[config.mk]
export PLATFORM = sky130hd
export DESIGN_NAME = tl_ul_link_buffer
export DESIGN_NICKNAME = d
export VERILOG_FILES = /design/src/rtl/tl_ul_pkg.sv /design/src/rtl/tl_ul_fifo.sv /design/src/rtl/tl_ul_link_buffer.sv
export SDC_FILE = /design/constraint.sdc
export NUM_CORES = 1
export LEC_CHECK = 0
export ABC_AREA = 1
export CORE_ASPECT_RATIO = 0.9
export CORE_MARGIN = 1
export CORE_UTILIZATION = 35
export DETAILED_ROUTE_END_ITERATION = 6
export PLACE_DENSITY_LB_ADDON = 0.3
export SYNTH_ARGS = -nofsm -noshare
export SYNTH_HDL_FRONTEND = slang
export SYNTH_SLANG_ARGS = --single-unit
[constraint.sdc]
create_clock -name clock -period 5.86 [get_ports clock]
set_input_delay 1.758 -clock clock [delete_from_list [all_inputs] [get_ports clock]]
set_output_delay 1.758 -clock clock [all_outputs]
set_load 0.02 [all_outputs]
[src/rtl/tl_ul_pkg.sv]
// TileLink-UL field widths, packed beat layouts and opcodes shared by the link
// buffer and anything that decodes its channels.
package tl_ul_pkg;

  localparam int SOURCE_W = 3;
  localparam int ADDR_W   = 32;
  localparam int DATA_W   = 32;
  localparam int MASK_W   = 4;

  localparam int A_W = 81;
  localparam int D_W = 46;

  // Bit offsets into the packed beats (LSB of each field)
  localparam int A_OPCODE_LSB  = 78;
  localparam int A_PARAM_LSB   = 75;
  localparam int A_SIZE_LSB    = 72;
  localparam int A_SOURCE_LSB  = 69;
  localparam int A_ADDRESS_LSB = 37;
  localparam int A_MASK_LSB    = 33;
  localparam int A_DATA_LSB    = 1;

  localparam int D_OPCODE_LSB  = 43;
  localparam int D_PARAM_LSB   = 41;
  localparam int D_SIZE_LSB    = 38;
  localparam int D_SOURCE_LSB  = 35;
  localparam int D_SINK_LSB    = 34;
  localparam int D_DENIED_LSB  = 33;
  localparam int D_DATA_LSB    = 1;

  localparam logic [2:0] OP_PUT_FULL        = 3'd0;
  localparam logic [2:0] OP_PUT_PARTIAL     = 3'd1;
  localparam logic [2:0] OP_GET             = 3'd4;
  localparam logic [2:0] OP_ACCESS_ACK      = 3'd0;
  localparam logic [2:0] OP_ACCESS_ACK_DATA = 3'd1;

  typedef struct packed {
    logic [2:0]          opcode;
    logic [2:0]          param;
    logic [2:0]          size;
    logic [SOURCE_W-1:0] source;
    logic [ADDR_W-1:0]   address;
    logic [MASK_W-1:0]   mask;
    logic [DATA_W-1:0]   data;
    logic                corrupt;
  } tl_a_t;

  typedef struct packed {
    logic [2:0]          opcode;
    logic [1:0]          param;
    logic [2:0]          size;
    logic [SOURCE_W-1:0] source;
    logic                sink;
    logic                denied;
    logic [DATA_W-1:0]   data;
    logic                corrupt;
  } tl_d_t;

endpackage

[src/rtl/tl_ul_fifo.sv]
// Registered FIFO with no bypass; an extra room input lets the owner cap how
// many entries may be occupied below the physical depth.
module tl_ul_fifo #(
  parameter int WIDTH = 8,
  parameter int DEPTH = 2
) (
  input  logic                     clock,
  input  logic                     reset,
  input  logic [$clog2(DEPTH):0]   room,
  input  logic                     in_valid,
  output logic                     in_ready,
  input  logic [WIDTH-1:0]         in_bits,
  output logic                     out_valid,
  input  logic                     out_ready,
  output logic [WIDTH-1:0]         out_bits
);

  localparam int PW = $clog2(DEPTH);
  localparam int CW = PW + 1;

  logic [WIDTH-1:0] mem [DEPTH];
  logic [PW-1:0]    rptr, wptr;
  logic [CW-1:0]    count;
  logic             full, enq, deq;

  // Ready depends only on registered state, never on out_ready.
  assign full      = (count == CW'(DEPTH));
  assign in_ready  = !reset && !full && (count < room);
  assign out_valid = (count != '0);
  assign out_bits  = mem[rptr];
  assign enq       = in_valid && in_ready;
  assign deq       = out_valid && out_ready;

  always_ff @(posedge clock or posedge reset) begin
    if (reset) begin
      rptr  <= '0;
      wptr  <= '0;
      count <= '0;
    end else begin
      if (enq) wptr <= wptr + PW'(1);
      if (deq) rptr <= rptr + PW'(1);
      case ({enq, deq})
        2'b10:   count <= count + CW'(1);
        2'b01:   count <= count - CW'(1);
        default: count <= count;
      endcase
    end
  end

  always_ff @(posedge clock) begin
    if (enq) mem[wptr] <= in_bits;
  end

endmodule

[src/rtl/tl_ul_link_buffer.sv]
// TL-UL link buffer: one FIFO per A and D channel, with outstanding-request
// tracking that throttles A admission and flags D beats for unknown sources.
module tl_ul_link_buffer import tl_ul_pkg::*; #(
  parameter int DEPTH        = 2,
  parameter int MAX_INFLIGHT = 4
) (
  input  logic           clock,
  input  logic           reset,
  input  logic           c_a_valid,
  output logic           c_a_ready,
  input  logic [A_W-1:0] c_a_bits,
  output logic           m_a_valid,
  input  logic           m_a_ready,
  output logic [A_W-1:0] m_a_bits,
  input  logic           m_d_valid,
  output logic           m_d_ready,
  input  logic [D_W-1:0] m_d_bits,
  output logic           c_d_valid,
  input  logic           c_d_ready,
  output logic [D_W-1:0] c_d_bits,
  output logic [3:0]     inflight,
  output logic           d_orphan
);

  localparam int CW = $clog2(DEPTH) + 1;

  logic                a_fifo_ready, a_fifo_valid;
  logic [CW-1:0]       a_room;
  logic [7:0]          pending, pending_nxt;
  logic                a_hs, cd_hs, md_hs, orphan_hit;
  logic [SOURCE_W-1:0] a_src, cd_src, md_src;
  int                  headroom;

  // Limiting A occupancy to MAX_INFLIGHT - inflight is the same as requiring
  // inflight + occupancy < MAX_INFLIGHT at enqueue time.
  always_comb begin
    headroom = MAX_INFLIGHT - int'(inflight);
    a_room   = (headroom < DEPTH) ? CW'(headroom) : CW'(DEPTH);
  end

  assign c_a_ready    = a_fifo_ready;
  assign a_fifo_valid = c_a_valid;

  tl_ul_fifo #(.WIDTH(A_W), .DEPTH(DEPTH)) u_a_fifo (
    .clock     (clock),
    .reset     (reset),
    .room      (a_room),
    .in_valid  (a_fifo_valid),
    .in_ready  (a_fifo_ready),
    .in_bits   (c_a_bits),
    .out_valid (m_a_valid),
    .out_ready (m_a_ready),
    .out_bits  (m_a_bits)
  );

  tl_ul_fifo #(.WIDTH(D_W), .DEPTH(DEPTH)) u_d_fifo (
    .clock     (clock),
    .reset     (reset),
    .room      (CW'(DEPTH)),
    .in_valid  (m_d_valid),
    .in_ready  (m_d_ready),
    .in_bits   (m_d_bits),
    .out_valid (c_d_valid),
    .out_ready (c_d_ready),
    .out_bits  (c_d_bits)
  );

  assign a_hs   = m_a_valid && m_a_ready;
  assign cd_hs  = c_d_valid && c_d_ready;
  assign md_hs  = m_d_valid && m_d_ready;
  assign a_src  = m_a_bits[A_SOURCE_LSB +: SOURCE_W];
  assign cd_src = c_d_bits[D_SOURCE_LSB +: SOURCE_W];
  assign md_src = m_d_bits[D_SOURCE_LSB +: SOURCE_W];

  // Set is applied after clear so a same-source collision leaves the bit set.
  always_comb begin
    pending_nxt = pending;
    if (cd_hs) pending_nxt[cd_src] = 1'b0;
    if (a_hs)  pending_nxt[a_src]  = 1'b1;
  end

  assign orphan_hit = md_hs && !pending[md_src] && !(a_hs && (a_src == md_src));

  always_ff @(posedge clock or posedge reset) begin
    if (reset) begin
      inflight <= '0;
      pending  <= '0;
      d_orphan <= 1'b0;
    end else begin
      pending  <= pending_nxt;
      d_orphan <= d_orphan | orphan_hit;
      if (a_hs && !cd_hs && (inflight < 4'(MAX_INFLIGHT)))
        inflight <= inflight + 4'd1;
      else if (!a_hs && cd_hs && (inflight != 4'd0))
        inflight <= inflight - 4'd1;
    end
  end

endmodule

==> summary.md, run 1 <==
| Metric | Value |
|---|---|
| Relative slew slack | `37.0%` |
| Final count of pins violating max slew | `0` |
| Fmax | `203 MHz` |
| Clock buffer depth | `3` |
| DR pass1 iterations | `5` |
| Post-DRT Antenna Nets | `0` |
| Synthesized flop and latch total | `275` |
| CTS Buf Count | `29` |
| Vias in the first global route | `6877` |
| Final min period | `4.94 ns` |
| Core ar. | `0.0292 mm²` |
| Worst Slack Setup Final | `0.922 ns` |
| Hold_buf cts | `0` |
| CP top delay family | `buffers and inverters` |
| Cell area after synthesis | `0.0105 mm²` |
| WP data required | `4.10 ns` |
| Final period utilization | `84.3%` |
| Starting Density | `35.9%` |
| IO Port Bufs | `268` |
| Via count | `6786` |
| Pleak | `0.00562 µW` |
| Post-DP HPWL | `15500 µm` |
| Area Growth Syn to Fin | `38.7%` |
| Most common cell type on the critical path | `clkdlybuf4s50_1` |
| Min Hold Slack | `0.479 ns` |
| Filler cells | `2569` |
| WL final | `23900 µm` |
| Crit path DAT | `3.18 ns` |
| Synth Instances | `828` |
| Post-synth top area cell | `edfxtp_1` |
| Setup Buffers After CTS | `0` |
| Buffers and inverters on the worst path | `2` |
| Max-cap viol count | `0` |
| IO Count | `269` |
| Critical path peak fanout | `3` |
| WS Path Type | `primary input to output pin` |
| NumNets Final | `1249` |
| Synth Net Count | `968` |
| Overall power | `7210 µW` |
| Worst hold path type | `flop to flop` |
| First-pass GRT wire length | `37100 µm` |
| Std-Cell Rows | `59` |
| Initial antenna violation count | `2` |
| Critical Path End Type | `output pin` |
| Crit-path slowest cell | `clkdlybuf4s50_1` |
| Clock-pin slew on the worst setup and hold paths | `0.06 ns` |
| Wirelength per Cell | `15.6 µm` |
| Drc violations | `0` |
| Critical Path Source Type | `primary input` |
| Via/cell ratio | `4.44` |
| Worst clock skew | `0.0154 ns` |
| Unrepaired setup endpoints after global routing | `no` |
| CTS sink cnt | `275` |
| DP Worst Slack | `0.899 ns` |
| GR Util All Layers | `15.5%` |
| Chip height | `166 µm` |
| Resized cells post-CTS | `0` |
| Iter 0 DRT Violations | `442` |
| Power density over the cells | `495 mW/mm²` |
| Fin. Hold Viols | `0` |
| Clk_lat worst skew | `0.54 ns` |
| Yosys cell types | `31` |
| Worst-margin pin slew | `0.944 ns` |
| Layout cells sized above 1 | `6.72%` |
| Worst path max stage delay | `0.59 ns` |
| Post-synthesis sequential area ratio | `77.6%` |
| Die area | `0.0307 mm²` |
| Grt ovf | `0` |
| Crit-path cells | `clkdlybuf4s50_1, a211oi_2, and2_1, clkdlybuf4s50_1` |
| Status | `finished, final reports clean` |
| Peak supply drop | `0.312 mV` |
| Top cell type's share of synthesized area | `72.6%` |
| Die X-Extent | `185 µm` |
| Placed insts | `1474` |
| # setup viols final | `0` |
| Mapped Avg Cell Area | `12.7 µm²` |
| Worst R2R Setup Slack | `2.75 ns` |
| Placer Congestion | `0.782` |
| Synth area leaders | `edfxtp_1 73%, nand2_1 15%, dfrtp_1 5.0%, o21ai_1 0.86%, inv_1 0.86%` |
| Largest net degree at the start of global routing | `82` |
| Synth warnings | `0` |
| CTS tree | `yes` |
| H-Tree Depth | `1` |
| Post-route setup TNS | `0 ns` |
| CTS root buffer | `clkbuf_16` |
| Non-Filler Instances | `1528` |
==> final timing paths <==
check | endpoint | cells after the start | start
worst max register to register | u_a_fifo.mem[0][73] | 10 | inflight[0]
worst min register to register | d_orphan | 2 | d_orphan
worst min-delay path | d_orphan | 2 | d_orphan
max in group asynchronous | u_a_fifo.rptr | 2 | reset
min in group asynchronous | u_a_fifo.count[1] | 2 | reset
worst max-delay path | c_a_ready | 4 | reset
==> kinds of logic after synthesis <==
group	after synthesis	synth area share, %
flip-flops	275	77.6
AO/OA/AOI/OAI	30	1.58
XOR/XNOR	9	0.822
AND/OR/NAND/NOR	449	16.7
adder cells (fa/ha/maj)	7	0.906
buffers and inverters	58	2.32
==> tightest hold or removal path: stages, from the launching register on <==
cell and delay (ns):
dfrtp_1 0.35, inv_1 0.04, nand2_1 0.06
==> registers in the layout, summed over array words and instances (netlist names) <==
register / count
u_a_fifo.mem: 162
u_a_fifo.count: 2
u_d_fifo.mem: 92
pending: 8
u_a_fifo.rptr: 1
u_d_fifo.wptr: 1
u_d_fifo.rptr: 1
d_orphan: 1
u_d_fifo.count: 2
u_a_fifo.wptr: 1
inflight: 4
==> where the power goes <==
group / switching, µW / internal [µW] / leakage [µW]
sequential: 108 / 2490 / 0.00254
combinational: 1740 / 1140 / 0.00263
clock: 717 / 1010 / 0.000441
total: 2560 / 4640 / 0.00562
==> cell type report <==
class / count / area (µm²) / area share (%)
multi-input combinational: 495 / 2130 / 14.6
sequential: 275 / 8150 / 56.0
inverter: 32 / 129 / 0.885
clock inverter: 12 / 81.3 / 0.558
tap: 396 / 495 / 3.40
antenna: 1 / 2.50 / 0.0172
timing repair buffer: 276 / 2760 / 18.9
clock buffer: 41 / 821 / 5.64
==> routing by layer <==
layer	share of wire [%]	GRT usage, %
met4	2.0	3.59
met1	42	19.6
met3	13	7.43
met2	44	24.1
met5	0.046	0
==> stage by stage <==
step | utilization (%) | area [µm²]
floorplan | - | 10500
global placement | 46.7 | 13700
detailed placement | 46.7 | 13700
CTS | 49.8 | 14600
global route | 49.8 | 14600
finish | 49.8 | 14600
==> cell usage after synthesis, drive strengths merged <==
| cell | number |
|---|---|
| a31oi | 1 |
| nand4 | 2 |
| a21oi | 6 |
| clkinv | 1 |
| fa | 1 |
| clkbuf | 15 |
| edfxtp | 254 |
| xor2 | 6 |
| nand2 | 421 |
| o21ai | 22 |
| dfrtp | 21 |
| ha | 6 |
| inv | 31 |
| buf | 11 |
| nor2 | 14 |
| nand3 | 11 |
| xnor2 | 3 |
| and2 | 1 |
| a211oi | 1 |
==> placed cells by master (no fill, tap or decap), types with 2 or more instances in the layout <==
master / count
clkdlybuf4s50_1: 268
nand4_1: 2
nand2_2: 5
clkbuf_1: 7
nand2_1: 414
buf_4: 7
o21ai_0: 3
nand2_4: 2
nor2_2: 2
a21oi_1: 5
clkbuf_16: 29
inv_2: 6
xor2_1: 5
nor2_1: 9
nand3_1: 9
nor2_4: 3
ha_1: 6
xnor2_1: 3
clkinv_1: 6
dfrtp_1: 20
clkbuf_8: 5
o21ai_1: 18
clkinv_2: 4
edfxtp_1: 254
inv_4: 2
inv_1: 23
Power figures use the tool's default switching activity.
==> inputs of run 2 (changes only) <==
==> constraint.sdc (replaced) <==
create_clock -name clock -period 5 [get_ports clock]
set_input_delay 1.5 -clock clock [delete_from_list [all_inputs] [get_ports clock]]
set_output_delay 1.5 -clock clock [all_outputs]
set_load 0.02 [all_outputs]
==> run 2 against run 1 <==
  * Total power grew 18%
  * Sequential power grew 18%
  * Global-route usage fell by 0.40 points
  * Clock power up 21%
  * Largest cell class unchanged
  * Utilization rose by 0.22 points
  * Routed wire length is 1.3% lower
  * Critical endpoint unchanged
  * Final cell count grew 0.13%
  * Sequential share of layout area shrank 0.25 points
==> summary.md, run 2 (same netlist as run 1, synthesis figures left out) <==
| Metric | Value |
|---|---|
| IO Port Bufs | `268 (unchanged)` |
| Post-DP HPWL | `15200 µm (-2.1%)` |
| Resized cells post-CTS | `0 (unchanged)` |
| Final count of pins violating max slew | `0 (unchanged)` |
| Starting Density | `35.9% (unchanged)` |
| Post-DRT Antenna Nets | `0 (unchanged)` |
| Wirelength per Cell | `15.4 µm (-1.4%)` |
| Worst-margin pin slew | `0.835 ns (-0.109 ns)` |
| Filler cells | `2558 (-0.43%)` |
| Fmax | `226 MHz` |
| CTS sink cnt | `275 (unchanged)` |
| Clk_lat worst skew | `0.55 ns (about the same)` |
| Placed insts | `1475 (+0.068%)` |
| Fin. Hold Viols | `0 (unchanged)` |
| R2r endpoint | `u_a_fifo.mem[0][58]` |
| Multi-input gate area | `0.00213 mm² (unchanged)` |
| Worst hold path type | `flop to flop` |
| Largest net degree at the start of global routing | `82 (unchanged)` |
| Critical Path Start | `reset` |
| Pleak | `0.00565 µW (+0.56%)` |
| WS Path Type | `primary input to output pin` |
| Die area | `0.0307 mm² (unchanged)` |
| Overall power | `8510 µW (+18%)` |
| Placed Area | `0.0137 mm² (+0.15%)` |
| Final period utilization | `88.5%` |
| Met3 Track Usage GR | `7.57% (+0.13 points)` |
| Crit path DAT | `2.93 ns (-0.25 ns)` |
| Critical path peak fanout | `3 (unchanged)` |
| Die X-Extent | `185 µm (unchanged)` |
| Non-Filler Instances | `1530 (+0.13%)` |
| Clock-pin slew on the worst setup and hold paths | `0.06 ns (about the same)` |
| First-pass GRT wire length | `36300 µm (-2.1%)` |
| Final core utilization | `50.0% (+0.22 points)` |
| H-Tree Depth | `1 (unchanged)` |
| Hold_buf cts | `0 (unchanged)` |
| Max FFs per register | `162 (unchanged)` |
| Critical Path Source Type | `primary input` |
| Final min period | `4.43 ns` |
| Via/cell ratio | `4.43 (-0.17%)` |
| Most frequent cells in the layout | `414 x nand2_1, 268 x clkdlybuf4s50_1, 254 x edfxtp_1, 31 x clkbuf_16, 23 x inv_1` |
| Layout cells sized above 1 | `7.41% (+0.69 points)` |
| Unrepaired setup endpoints after global routing | `no` |
| IO Count | `269 (unchanged)` |
| Fin area | `0.0146 mm² (+0.45%)` |
| Worst R2R Setup Slack | `2.20 ns (-0.55 ns)` |
| GR Util All Layers | `15.1% (-0.40 points)` |
| NumNets Final | `1251 (+0.16%)` |
| Vias in the first global route | `6742 (-2.0%)` |
| Std-Cell Rows | `59 (unchanged)` |
| Register area | `0.00815 mm² (unchanged)` |
| WL final | `23600 µm (-1.3%)` |
| Max-cap viol count | `0 (unchanged)` |
| CTS tree | `yes` |
| Relative slew slack | `44.3% (+7.2 points)` |
| Top Usage Layer GRT | `met2` |
| Routing usage on met1 | `18.8% (-0.80 points)` |
| Power density over the cells | `582 mW/mm² (+18%)` |
| Placer Congestion | `0.785 (+0.38%)` |
| Setup Buffers After CTS | `0 (unchanged)` |
| Post-route setup TNS | `0 ns (unchanged)` |
| Area Growth Syn to Fin | `39.3%` |
| Initial antenna violation count | `2 (unchanged)` |
| Worst clock skew | `0.00890 ns (-0.00655 ns)` |
| Largest regs | `u_a_fifo.mem (162), u_d_fifo.mem (92), pending (8)` |
| Worst R2R Path Depth | `10 (unchanged)` |
| Critical register-to-register path startpoint | `inflight[0]` |
| Met2 usage | `23.5% (-0.59 points)` |
| Drc violations | `0 (unchanged)` |
| Peak supply drop | `0.311 mV (-0.37%)` |
| CTS Buf Count | `30 (+3.4%)` |
| Grt ovf | `0 (unchanged)` |
| Commonest non-fill, non-tap cell in the layout | `nand2_1` |
| Iter 0 DRT Violations | `297 (-33%)` |
| CTS root buffer | `clkbuf_16` |
| DR pass1 iterations | `4 (-1)` |
| Core ar. | `0.0292 mm² (unchanged)` |
| Status | `finished, final reports clean` |
| Clock buffer depth | `3 (unchanged)` |
| Critical Path End Type | `output pin` |
| WP data required | `3.50 ns (-0.60 ns)` |
| Chip height | `166 µm (unchanged)` |
| Largest reg by FF count | `u_a_fifo.mem` |
| Via count | `6783 (-0.044%)` |
| # setup viols final | `0 (unchanged)` |
| Worst setup path end | `c_a_ready` |
-- run 2: changes by cell type in the layout (fill, tap and decap cells not counted), moves of 2 or more --
cell	previous run	this run
clkbuf_1	7	1
clkinv_2	4	10
clkbuf_8	5	0
clkbuf_16	29	31
clkinvlp_4	1	3
-- run 2: cell type report --
cell class                      instances  area share (%)
Sequential cell                       275            55.7
Timing Repair Buffer                  277            19.0
Multi-Input combinational cell        495            14.5
Clock buffer                           32            5.33
Tap cell                              396            3.39
Clock inverter                         22            1.15
Inverter                               32           0.881
Antenna cell                            1          0.0171
-- run 2: metal layers --
layer / wire (µm) / vias to the layer above
li1: - / 3354
met1: 9450 / 3122
met2: 10500 / 262
met3: 3160 / 43
met4: 494 / 2
met5: 12 / -
-- run 2: how the worst min path moves through the flow --
stage | start | endpoint | slack, ns | cells past startpoint
5_1_grt | d_orphan | d_orphan | 0.50 | 2
4_1_cts | d_orphan | d_orphan | 0.47 | 2
6_report | d_orphan | d_orphan | 0.46 | 2
3_5_place_dp | d_orphan | d_orphan | 0.46 | 2
3_3_place_gp | d_orphan | d_orphan | 0.45 | 2
2_1_floorplan | u_a_fifo.wptr | u_a_fifo.wptr | 0.44 | 2
-- run 2: metrics by stage --
stage,hold slack (ns),setup WS [ns]
after floorplan,0.442,0.550
after global placement,0.451,0.589
after detailed placement,0.458,0.568
after CTS,0.472,0.566
after global routing,0.503,0.461
final,0.462,0.574
-- run 2: critical path, cell delays in order --
cell and delay, ns:
clkdlybuf4s50_1 0.46, a211oi_2 0.22, and2_1 0.16, clkdlybuf4s50_1 0.59
-- run 2: power breakdown --
group          leakage, µW  switching (µW)  internal (µW)
Sequential         0.00254             158           2920
Clock             0.000465             869           1220
Combinational      0.00264            2000           1340
